--- src/rtl/avg_window_if.sv ---
// Sample-in / average-out bundle for the windowed averager.
// The averager uses the slave view; the sample source and result consumer use master.
interface avg_window_if #(
  parameter int CH_NUM = 2,
  parameter int DATA_W = 12,
  parameter int OUT_W  = 16,
  parameter int CNT_W  = 32
);
  logic                     sample_valid;
  logic [CH_NUM*DATA_W-1:0] sample_data;
  logic                     mode;
  logic [4:0]               win_log2;
  logic                     window_end;
  logic                     avg_valid;
  logic [CH_NUM*OUT_W-1:0]  avg_data;
  logic [CNT_W-1:0]         avg_count;
  logic                     busy;
  logic                     overrun;

  modport master (
    output sample_valid, sample_data, mode, win_log2, window_end,
    input  avg_valid, avg_data, avg_count, busy, overrun
  );

  modport slave (
    input  sample_valid, sample_data, mode, win_log2, window_end,
    output avg_valid, avg_data, avg_count, busy, overrun
  );
endinterface

--- src/rtl/avg_window.sv ---
// Multi-channel windowed averager for the ADC feedback path: accumulates CH_NUM
// sample streams, snapshots on window close and averages with one shared divider.
//
// state   | meaning
// --------+--------------------------------------------------------------
// S_IDLE  | no computation; waiting for a window close
// S_LOAD  | load numerator of channel ch into the divider, clear remainder
// S_DIV   | restoring divide, one quotient bit per cycle, ACC_W cycles
// S_SHIFT | fixed window: average of channel ch is sum >> win_log2
// S_DONE  | publish averages and count, pulse avg_valid, back to idle
module avg_window #(
  parameter int CH_NUM = 2,
  parameter int DATA_W = 12,
  parameter int OUT_W  = 16,
  parameter int CNT_W  = 32
) (
  input logic         clk_100M,
  input logic         rst,
  avg_window_if.slave bus
);

  localparam int ACC_W = DATA_W + CNT_W;
  localparam int CH_W  = (CH_NUM > 1) ? $clog2(CH_NUM) : 1;
  localparam int BIT_W = $clog2(ACC_W);
  localparam logic [CNT_W-1:0] CNT_MAX = '1;

  typedef enum logic [2:0] {
    S_IDLE,
    S_LOAD,
    S_DIV,
    S_SHIFT,
    S_DONE
  } state_t;

  state_t state;

  logic [ACC_W-1:0] acc      [CH_NUM];
  logic [ACC_W-1:0] acc_nxt  [CH_NUM];
  logic [ACC_W-1:0] snap_acc [CH_NUM];
  logic [OUT_W-1:0] res      [CH_NUM];

  logic [CNT_W-1:0] cnt;
  logic [CNT_W-1:0] cnt_nxt;
  logic [CNT_W-1:0] win_size;
  logic [CNT_W-1:0] snap_cnt;
  logic             take;
  logic             close;
  logic             mode_w;
  logic [4:0]       log2_w;
  logic [4:0]       log2_in;
  logic [4:0]       snap_log2;

  logic [CH_W-1:0]  ch;
  logic [BIT_W-1:0] bit_cnt;
  logic [ACC_W-1:0] quo;
  logic [ACC_W-1:0] quo_nxt;
  logic [CNT_W-1:0] rem;
  logic [CNT_W-1:0] rem_nxt;
  logic [CNT_W:0]   rem_sh;

  logic                    busy_r;
  logic                    avg_valid_r;
  logic [CH_NUM*OUT_W-1:0] avg_data_r;
  logic [CNT_W-1:0]        avg_count_r;
  logic                    overrun_r;

  assign bus.busy      = busy_r;
  assign bus.avg_valid = avg_valid_r;
  assign bus.avg_data  = avg_data_r;
  assign bus.avg_count = avg_count_r;
  assign bus.overrun   = overrun_r;

  function automatic logic [OUT_W-1:0] sat(input logic [ACC_W-1:0] v);
    if ((v >> OUT_W) != '0) return '1;
    return OUT_W'(v);
  endfunction

  // A saturated counter freezes the whole window so sum and count stay consistent.
  always_comb begin
    take    = bus.sample_valid && (cnt != CNT_MAX);
    cnt_nxt = cnt + CNT_W'(take);
    for (int c = 0; c < CH_NUM; c++) begin
      acc_nxt[c] = take ? acc[c] + ACC_W'(bus.sample_data[c*DATA_W +: DATA_W]) : acc[c];
    end
    win_size = CNT_W'(1) << log2_w;
    close    = mode_w ? (cnt_nxt == win_size) : bus.window_end;
    log2_in  = (int'(bus.win_log2) > CNT_W - 1) ? 5'(CNT_W - 1) : bus.win_log2;
  end

  // Remainder never exceeds the divisor after a step, so its MSB is only
  // needed transiently for the trial compare.
  always_comb begin
    rem_sh = {rem, quo[ACC_W-1]};
    if (rem_sh >= {1'b0, snap_cnt}) begin
      rem_nxt = CNT_W'(rem_sh - {1'b0, snap_cnt});
      quo_nxt = {quo[ACC_W-2:0], 1'b1};
    end else begin
      rem_nxt = CNT_W'(rem_sh);
      quo_nxt = {quo[ACC_W-2:0], 1'b0};
    end
  end

  always_ff @(posedge clk_100M) begin
    if (rst) begin
      cnt       <= '0;
      mode_w    <= bus.mode;
      log2_w    <= log2_in;
      overrun_r <= 1'b0;
      for (int c = 0; c < CH_NUM; c++) acc[c] <= '0;
    end else begin
      overrun_r <= close && busy_r;
      if (close) begin
        mode_w <= bus.mode;
        log2_w <= log2_in;
      end
      if (close && !busy_r) begin
        cnt <= '0;
        for (int c = 0; c < CH_NUM; c++) acc[c] <= '0;
      end else begin
        // A dropped close merges into the next window; fixed mode keeps its period.
        cnt <= (close && mode_w) ? '0 : cnt_nxt;
        for (int c = 0; c < CH_NUM; c++) acc[c] <= acc_nxt[c];
      end
    end
  end

  always_ff @(posedge clk_100M) begin
    if (rst) begin
      state       <= S_IDLE;
      busy_r      <= 1'b0;
      avg_valid_r <= 1'b0;
      avg_data_r  <= '0;
      avg_count_r <= '0;
      snap_cnt    <= '0;
      snap_log2   <= '0;
      ch          <= '0;
      bit_cnt     <= '0;
      quo         <= '0;
      rem         <= '0;
      for (int c = 0; c < CH_NUM; c++) begin
        snap_acc[c] <= '0;
        res[c]      <= '0;
      end
    end else begin
      avg_valid_r <= 1'b0;
      case (state)
        S_IDLE: begin
          if (close) begin
            for (int c = 0; c < CH_NUM; c++) snap_acc[c] <= acc_nxt[c];
            snap_cnt  <= cnt_nxt;
            snap_log2 <= log2_w;
            ch        <= '0;
            busy_r    <= 1'b1;
            if (cnt_nxt == '0) begin
              for (int c = 0; c < CH_NUM; c++) res[c] <= '0;
              state <= S_DONE;
            end else if (mode_w) begin
              state <= S_SHIFT;
            end else begin
              state <= S_LOAD;
            end
          end
        end
        S_LOAD: begin
          quo     <= snap_acc[ch];
          rem     <= '0;
          bit_cnt <= BIT_W'(ACC_W - 1);
          state   <= S_DIV;
        end
        S_DIV: begin
          quo     <= quo_nxt;
          rem     <= rem_nxt;
          bit_cnt <= bit_cnt - BIT_W'(1);
          if (bit_cnt == '0) begin
            res[ch] <= sat(quo_nxt);
            if (ch == CH_W'(CH_NUM - 1)) begin
              state <= S_DONE;
            end else begin
              ch    <= ch + CH_W'(1);
              state <= S_LOAD;
            end
          end
        end
        S_SHIFT: begin
          res[ch] <= sat(snap_acc[ch] >> snap_log2);
          if (ch == CH_W'(CH_NUM - 1)) begin
            state <= S_DONE;
          end else begin
            ch <= ch + CH_W'(1);
          end
        end
        S_DONE: begin
          avg_valid_r <= 1'b1;
          avg_count_r <= snap_cnt;
          for (int c = 0; c < CH_NUM; c++) avg_data_r[c*OUT_W +: OUT_W] <= res[c];
          busy_r <= 1'b0;
          state  <= S_IDLE;
        end
        default: begin
          busy_r <= 1'b0;
          state  <= S_IDLE;
        end
      endcase
    end
  end

endmodule

--- src/flat_wrapper.sv ---
// flat-port wrapper written by rule: the top's interface ports become plain ports
module avg_window_flat 
#(
  parameter int CH_NUM = 2,
  parameter int DATA_W = 12,
  parameter int OUT_W  = 16,
  parameter int CNT_W  = 32
)
  (clk_100M, rst, bus_sample_valid, bus_sample_data, bus_mode, bus_win_log2, bus_window_end, bus_avg_valid, bus_avg_data, bus_avg_count, bus_busy, bus_overrun);
  avg_window_if #(.CH_NUM(CH_NUM), .DATA_W(DATA_W), .OUT_W(OUT_W), .CNT_W(CNT_W)) bus_i ();
  input logic clk_100M;
  input logic rst;
  input wire logic [$bits(bus_i.sample_valid)-1:0] bus_sample_valid;
  input wire logic [$bits(bus_i.sample_data)-1:0] bus_sample_data;
  input wire logic [$bits(bus_i.mode)-1:0] bus_mode;
  input wire logic [$bits(bus_i.win_log2)-1:0] bus_win_log2;
  input wire logic [$bits(bus_i.window_end)-1:0] bus_window_end;
  output wire logic [$bits(bus_i.avg_valid)-1:0] bus_avg_valid;
  output wire logic [$bits(bus_i.avg_data)-1:0] bus_avg_data;
  output wire logic [$bits(bus_i.avg_count)-1:0] bus_avg_count;
  output wire logic [$bits(bus_i.busy)-1:0] bus_busy;
  output wire logic [$bits(bus_i.overrun)-1:0] bus_overrun;
  assign bus_i.sample_valid = bus_sample_valid;
  assign bus_i.sample_data = bus_sample_data;
  assign bus_i.mode = bus_mode;
  assign bus_i.win_log2 = bus_win_log2;
  assign bus_i.window_end = bus_window_end;
  assign bus_avg_valid = bus_i.avg_valid;
  assign bus_avg_data = bus_i.avg_data;
  assign bus_avg_count = bus_i.avg_count;
  assign bus_busy = bus_i.busy;
  assign bus_overrun = bus_i.overrun;
  avg_window #(.CH_NUM(CH_NUM), .DATA_W(DATA_W), .OUT_W(OUT_W), .CNT_W(CNT_W)) u_core (.clk_100M(clk_100M), .rst(rst), .bus(bus_i));
endmodule
--- config.mk ---
export PLATFORM = sky130hd
export DESIGN_NAME = avg_window_flat
export DESIGN_NICKNAME = d
export VERILOG_FILES = /design/src/rtl/avg_window_if.sv /design/src/rtl/avg_window.sv /design/src/flat_wrapper.sv
export SDC_FILE = /design/constraint.sdc
export NUM_CORES = 1
export LEC_CHECK = 0
export BUFFER_PORTS_ARGS = -buffer_cell sky130_fd_sc_hd__buf_4
export CAP_MARGIN = 20
export CORE_ASPECT_RATIO = 0.8
export CORE_MARGIN = 2
export CORE_UTILIZATION = 63
export DETAILED_ROUTE_END_ITERATION = 16
export GPL_TIMING_DRIVEN = 0
export PLACE_DENSITY = 0.9
export SLEW_MARGIN = 20
export SYNTH_ARGS = -nofsm -noshare
export SYNTH_HDL_FRONTEND = slang
export SYNTH_SLANG_ARGS = --single-unit
--- constraint.sdc ---
create_clock -name clk_100M -period 8.3 [get_ports clk_100M]
set_input_delay 0.83 -clock clk_100M [delete_from_list [all_inputs] [get_ports clk_100M]]
set_output_delay 0.83 -clock clk_100M [all_outputs]
set_load 0.02 [all_outputs]
== Word level (Yosys, flattened, before mapping) ==
Memory sizes are Yosys's and may differ from the RTL's. A register that Yosys moved wholly into a read port is not among the register bits.
Cells that the tools add are included.
Widths: inputs -> output; s select.

* Shift-type cells: 2
* Magnitude comparators: 1
* Eq/ne operators: 9
* Mux-type cells: 80
* Reduce and logical (&&, ||, !) cells: 20
* Bitwise gates (word level): 10
* $add $sub $neg: 6

{| class="wikitable"
|+ Operators with widths
! cell !! count
|-
| $mux 44 || 8
|-
| $mux 16 || 13
|-
| $add 44x12->44 || 2
|-
| $pmux 44 s2 || 1
|-
| $reduce_bool 44->1 || 2
|-
| $pmux 32 s2 || 1
|-
| $mux 1 || 44
|-
| $shr 44x5->44 || 1
|-
| $ge 33x32->1 || 1
|-
| $add 32x1->32 || 1
|-
| $eq 32x32->1 || 1
|-
| $logic_not 32->1 || 1
|-
| $mux 32 || 1
|-
| $ne 32x32->1 const B || 1
|-
| $shl 1x5->32 const A || 1
|-
| $sub 32x32->32 || 1
|-
| $reduce_or 16->1 || 1
|-
| $mux 3 || 5
|-
| $pmux 3 s4 || 1
|-
| $pmux 6 s2 || 1
|-
| $mux 5 || 2
|-
| $or 1x1->1 || 9
|-
| $eq 3x2->1 const B || 2
|-
| $logic_not 6->1 || 1
|-
| other kinds (17) || 26
|}

* Bits in writable memories: 208
* Register bits: 196
* Input port bits: 34
* Output and inout port bits: 67
* Memories kept: 3

{| class="wikitable"
|+ Memory list
! memory !! words !! bits a word !! rd ports !! clocked after Yosys merged registers in !! wr ports !! RTL line !! text
|-
| u_core.acc || 2 || 44 || 2 || 0 || 2 || avg_window.sv:37 || <nowiki>logic [ACC_W-1:0] acc [CH_NUM];</nowiki>
|-
| u_core.snap_acc || 2 || 44 || 1 || 1 || 2 || avg_window.sv:39 || <nowiki>logic [ACC_W-1:0] snap_acc [CH_NUM];</nowiki>
|-
| u_core.res || 2 || 16 || 2 || 2 || 2 || avg_window.sv:40 || <nowiki>logic [OUT_W-1:0] res [CH_NUM];</nowiki>
|}

== Longest topological paths before layout ==
* Word-level depth: 11
* Mapped depth: 21

== Worst setup path before layout ==
No wires, ideal clock.

* Path kind: register to register
* Start point: register u_core.cnt[14]
* End point: memory u_core.snap_acc[0][0] (netlist name) (enable)
* Data required time: 7.851 ns
* Cell stages (with the launch flop): 19
* Library setup time: 0.449 ns
* Period minus slack after synthesis: 7.125 ns
* Data arrival time: 6.676 ns
* Setup slack: 1.175 ns
* Cells stage by stage: dfxtp_1 -> clkbuf_1 -> nand3_1 -> or4_1 -> o41ai_1 -> inv_1 -> clkbuf_1 -> ha_1 -> ha_1 -> nand4_1 -> or3_1 -> clkbuf_1 -> o31ai_1 -> or4_1 -> nor4_1 -> nand4_1 -> nor4_4 -> o21ai_1 -> nand2_1

{| class="wikitable"
|+ RTL lines
! item !! RTL line !! text
|-
| start, declared || avg_window.sv:42 || <nowiki>logic [CNT_W-1:0] cnt;</nowiki>
|-
| start signal, assigned || avg_window.sv:121 || <nowiki>cnt <= (close && mode_w) ? '0 : cnt_nxt;</nowiki>
|-
| end, declared || avg_window.sv:39 ||
|}

==> metrics.txt <==
status=complete, no violations; clk slew on worst S/H paths=60 ps; deepest clock path buffer count=3; CTS buffer count=between 40 and 50; highest clock rate=approximately 130 MHz; sequential share of the synthesized area=43.4%; GPL Wtd Cong=1.03; global-route wire length before repair=between 100,000 and 150,000 microns; ys flop type=dfxtp_1; startpoint types=flop; layout cells sized above 1=9.90%; Core Region=39,400 sq um; Die Wd=227 microns; ys async rst share=0%; worst-path fanout max=between 40 and 50; Post-synth EDFFs=roughly 210; CTS Sinks=437; # setup viols final=0; DR vias=23,300; Hold Vio Cnt, Final=0; RSZ-0062 raised after global routing=false; Gate Count Post-Synth=approximately 2,700; Final nets=slightly above 3,000; grt ovf=0; drc violations=0; Warnings, synthesis=0; DP Worst Slack=133 ps; TritonCTS clock tree=yes; Pleak=10.8 nW; largest net degree at the start of global routing=47; worst IR drop on VDD=around 0.00022 V; hpwl dp=60,800 microns; worst skew pair latency=about 580 ps; row count=between 60 and 70; Hold Crit Class=in2reg; Power Dens Cells=~260 nW/um^2; WL/cell=22.6 microns; Area Overhead vs Synth=13.2%; FF+latch count, synth=437; post-route ant nets=0; slew margin rel.=24.4%; final setup TNS=0 ps; I/O Buffers=100; period utilisation layout=95.8%; top-count cell post-synth=nor2_1; Routed WL=80,300 microns; Pins Over Slew Limit=0; Unique masters post-synth=83; Crit Path Category=reg2reg; CP Data Arrival Time=8220 ps; Max Cap Viol=0; final core utilization=72.1%; final setup margin=346 ps; H-tree depth=2; Initial Utilization=63.7%; aggregate global-route resource usage=38.1%; Final min period=7950 ps; vias in the first global route=21,400; most frequent cells after synthesis=395 x nor2_1, 316 x nand2_1, 223 x dfxtp_1; area share of the largest cell type after synthesis=25.6%; Initial DRT Pass Iterations=6; Critical Path RT=8560 ps; synth top area cells=edfxtp_1 26%, dfxtp_1 18%, nor2_1 5.9%, nand2_1 4.7%, mux4_2 4.3%; initial drt markers=3,381; Top Ports=101; Pwr Total=7.48 mW; initial antenna violation count=1; Worst Skew=approximately 23 ps; Slew @ Worst Pin=1130 ps; Die ar.=around 41,000 sq um; DR vias/cell=6.56; clk root buf=clkbuf_16; top cell type by total area after synthesis=edfxtp_1; Crit. End Element=flop; mapped cell area=roughly 25,000 sq um; die height=roughly 180 microns; Mean Syn Cell Area=9.14 sq um
[placed cells by master, fill, tap and decap left out, drive strengths merged, types with 13 or more instances in the layout]
cell,n
nor2,395
nand2,316
dfxtp,223
edfxtp,214
clkbuf,195
a21oi,175
buf,152
nand3,99
o21ai,97
mux2i,93
conb,88
xnor2,81
inv,80
nor3,73
xor2,61
ha,60
o211ai,55
and3,48
mux4,48
nand4,41
mux2,28
nor4,27
nor2b,24
o22ai,23
o21a,22
a221oi,22
and2,22
a211oi,18
a21o,17
clkinv,17
or4,16
nand2b,15
o2111ai,14
a22oi,13
[worst max-delay path: stages, from the launching register on]
cell	delay (ps)
dfxtp_1	300
clkbuf_1	320
nand3_1	300
or4_1	670
o41ai_2	700
inv_1	160
clkbuf_1	390
ha_1	380
ha_1	280
nand4_1	450
or3_1	180
clkbuf_1	260
o31ai_1	120
or4_1	510
nor4_1	340
nand4_1	310
nor4_4	580
o21ai_1	420
nand2_4	590
buf_12	320
[worst paths after layout]
path / from / endpoint / slack [ps] / cells past startpoint
hold reg to reg: u_core.snap_cnt[11] / u_core.bus.avg_count[11] / 450 / 2
setup reg to reg: u_core.cnt[14] / u_core.snap_acc[0][36] / 350 / 19
hold / removal: bus_mode / u_core.mode_w / 430 / 1
setup / recovery: u_core.cnt[14] / u_core.snap_acc[0][36] / 350 / 19
[layout make-up]
type,count,area (sq um)
antenna,1,2.50
fill,2872,11000
multi-input combinational,2134,13500
inverter,77,289
clock buffer,56,1210
timing repair buffer,108,823
tap,536,671
clock inverter,26,262
sequential,437,10900
buffer,183,727
[per-layer routing]
metal,routed length (microns),track usage (%),up-vias
met4,3170,13.8,0
met1,32200,55.5,11000
li1,-,-,10400
met5,0,0,-
met2,33600,55.1,1767
met3,11400,9.37,265
[where the power goes]
part / switching [mW] / internal (mW)
clock: 0.893 / 1.17
combinational: 1.69 / 0.947
sequential: 0.212 / 2.57
[metrics by stage]
| stage | cells | area [sq um] | hold WS, ps |
|---|---|---|---|
| finish | 3558 | 28400 | 435 |
| CTS | 3555 | 28400 | 420 |
| detailed placement | 3473 | 26900 | 444 |
| global placement | 3467 | 26800 | 438 |
| floorplan | 2831 | 25400 | 428 |
| global route | 3558 | 28400 | 427 |
[flip-flops by register name, indices dropped and copies added, names as in the netlist, named ones only]
| signal | flops |
|---|---|
| u_core.bus.avg_count | 32 |
| u_core.bit_cnt | 6 |
| u_core.mode_w | 1 |
| u_core.res | 32 |
| u_core.snap_log2 | 5 |
| u_core.cnt | 32 |
| u_core.log2_w | 5 |
| u_core.bus.overrun | 1 |
| bus_avg_data | 32 |
| u_core.ch | 1 |
| u_core.acc | 88 |
| u_core.state | 3 |
| u_core.quo | 44 |
| u_core.rem | 32 |
| u_core.snap_cnt | 32 |
| u_core.bus.busy | 1 |
| u_core.bus.avg_valid | 1 |
| u_core.snap_acc | 88 |
[what timing repair did]
action,4_1_cts,5_1_grt
resized for setup,0,1
hold endpoints to repair,0,0
setup endpoints to repair,0,99
buffers inserted,0,2
hold buffers,0,0
[logic make-up (layout without fill, tap and decap cells)]
group	after synthesis	in the layout	share of synthesized area (%)
simple gates	1117	1117	20.4
compound gates	550	550	14.2
flops	437	437	43.4
buf+inv	260	450	4.05
mux	169	169	9.28
xor+xnor	147	147	5.41
fa+ha+maj	63	63	3.23
other cells	1	89	0.0150
(Power assumes the default switching activity.)
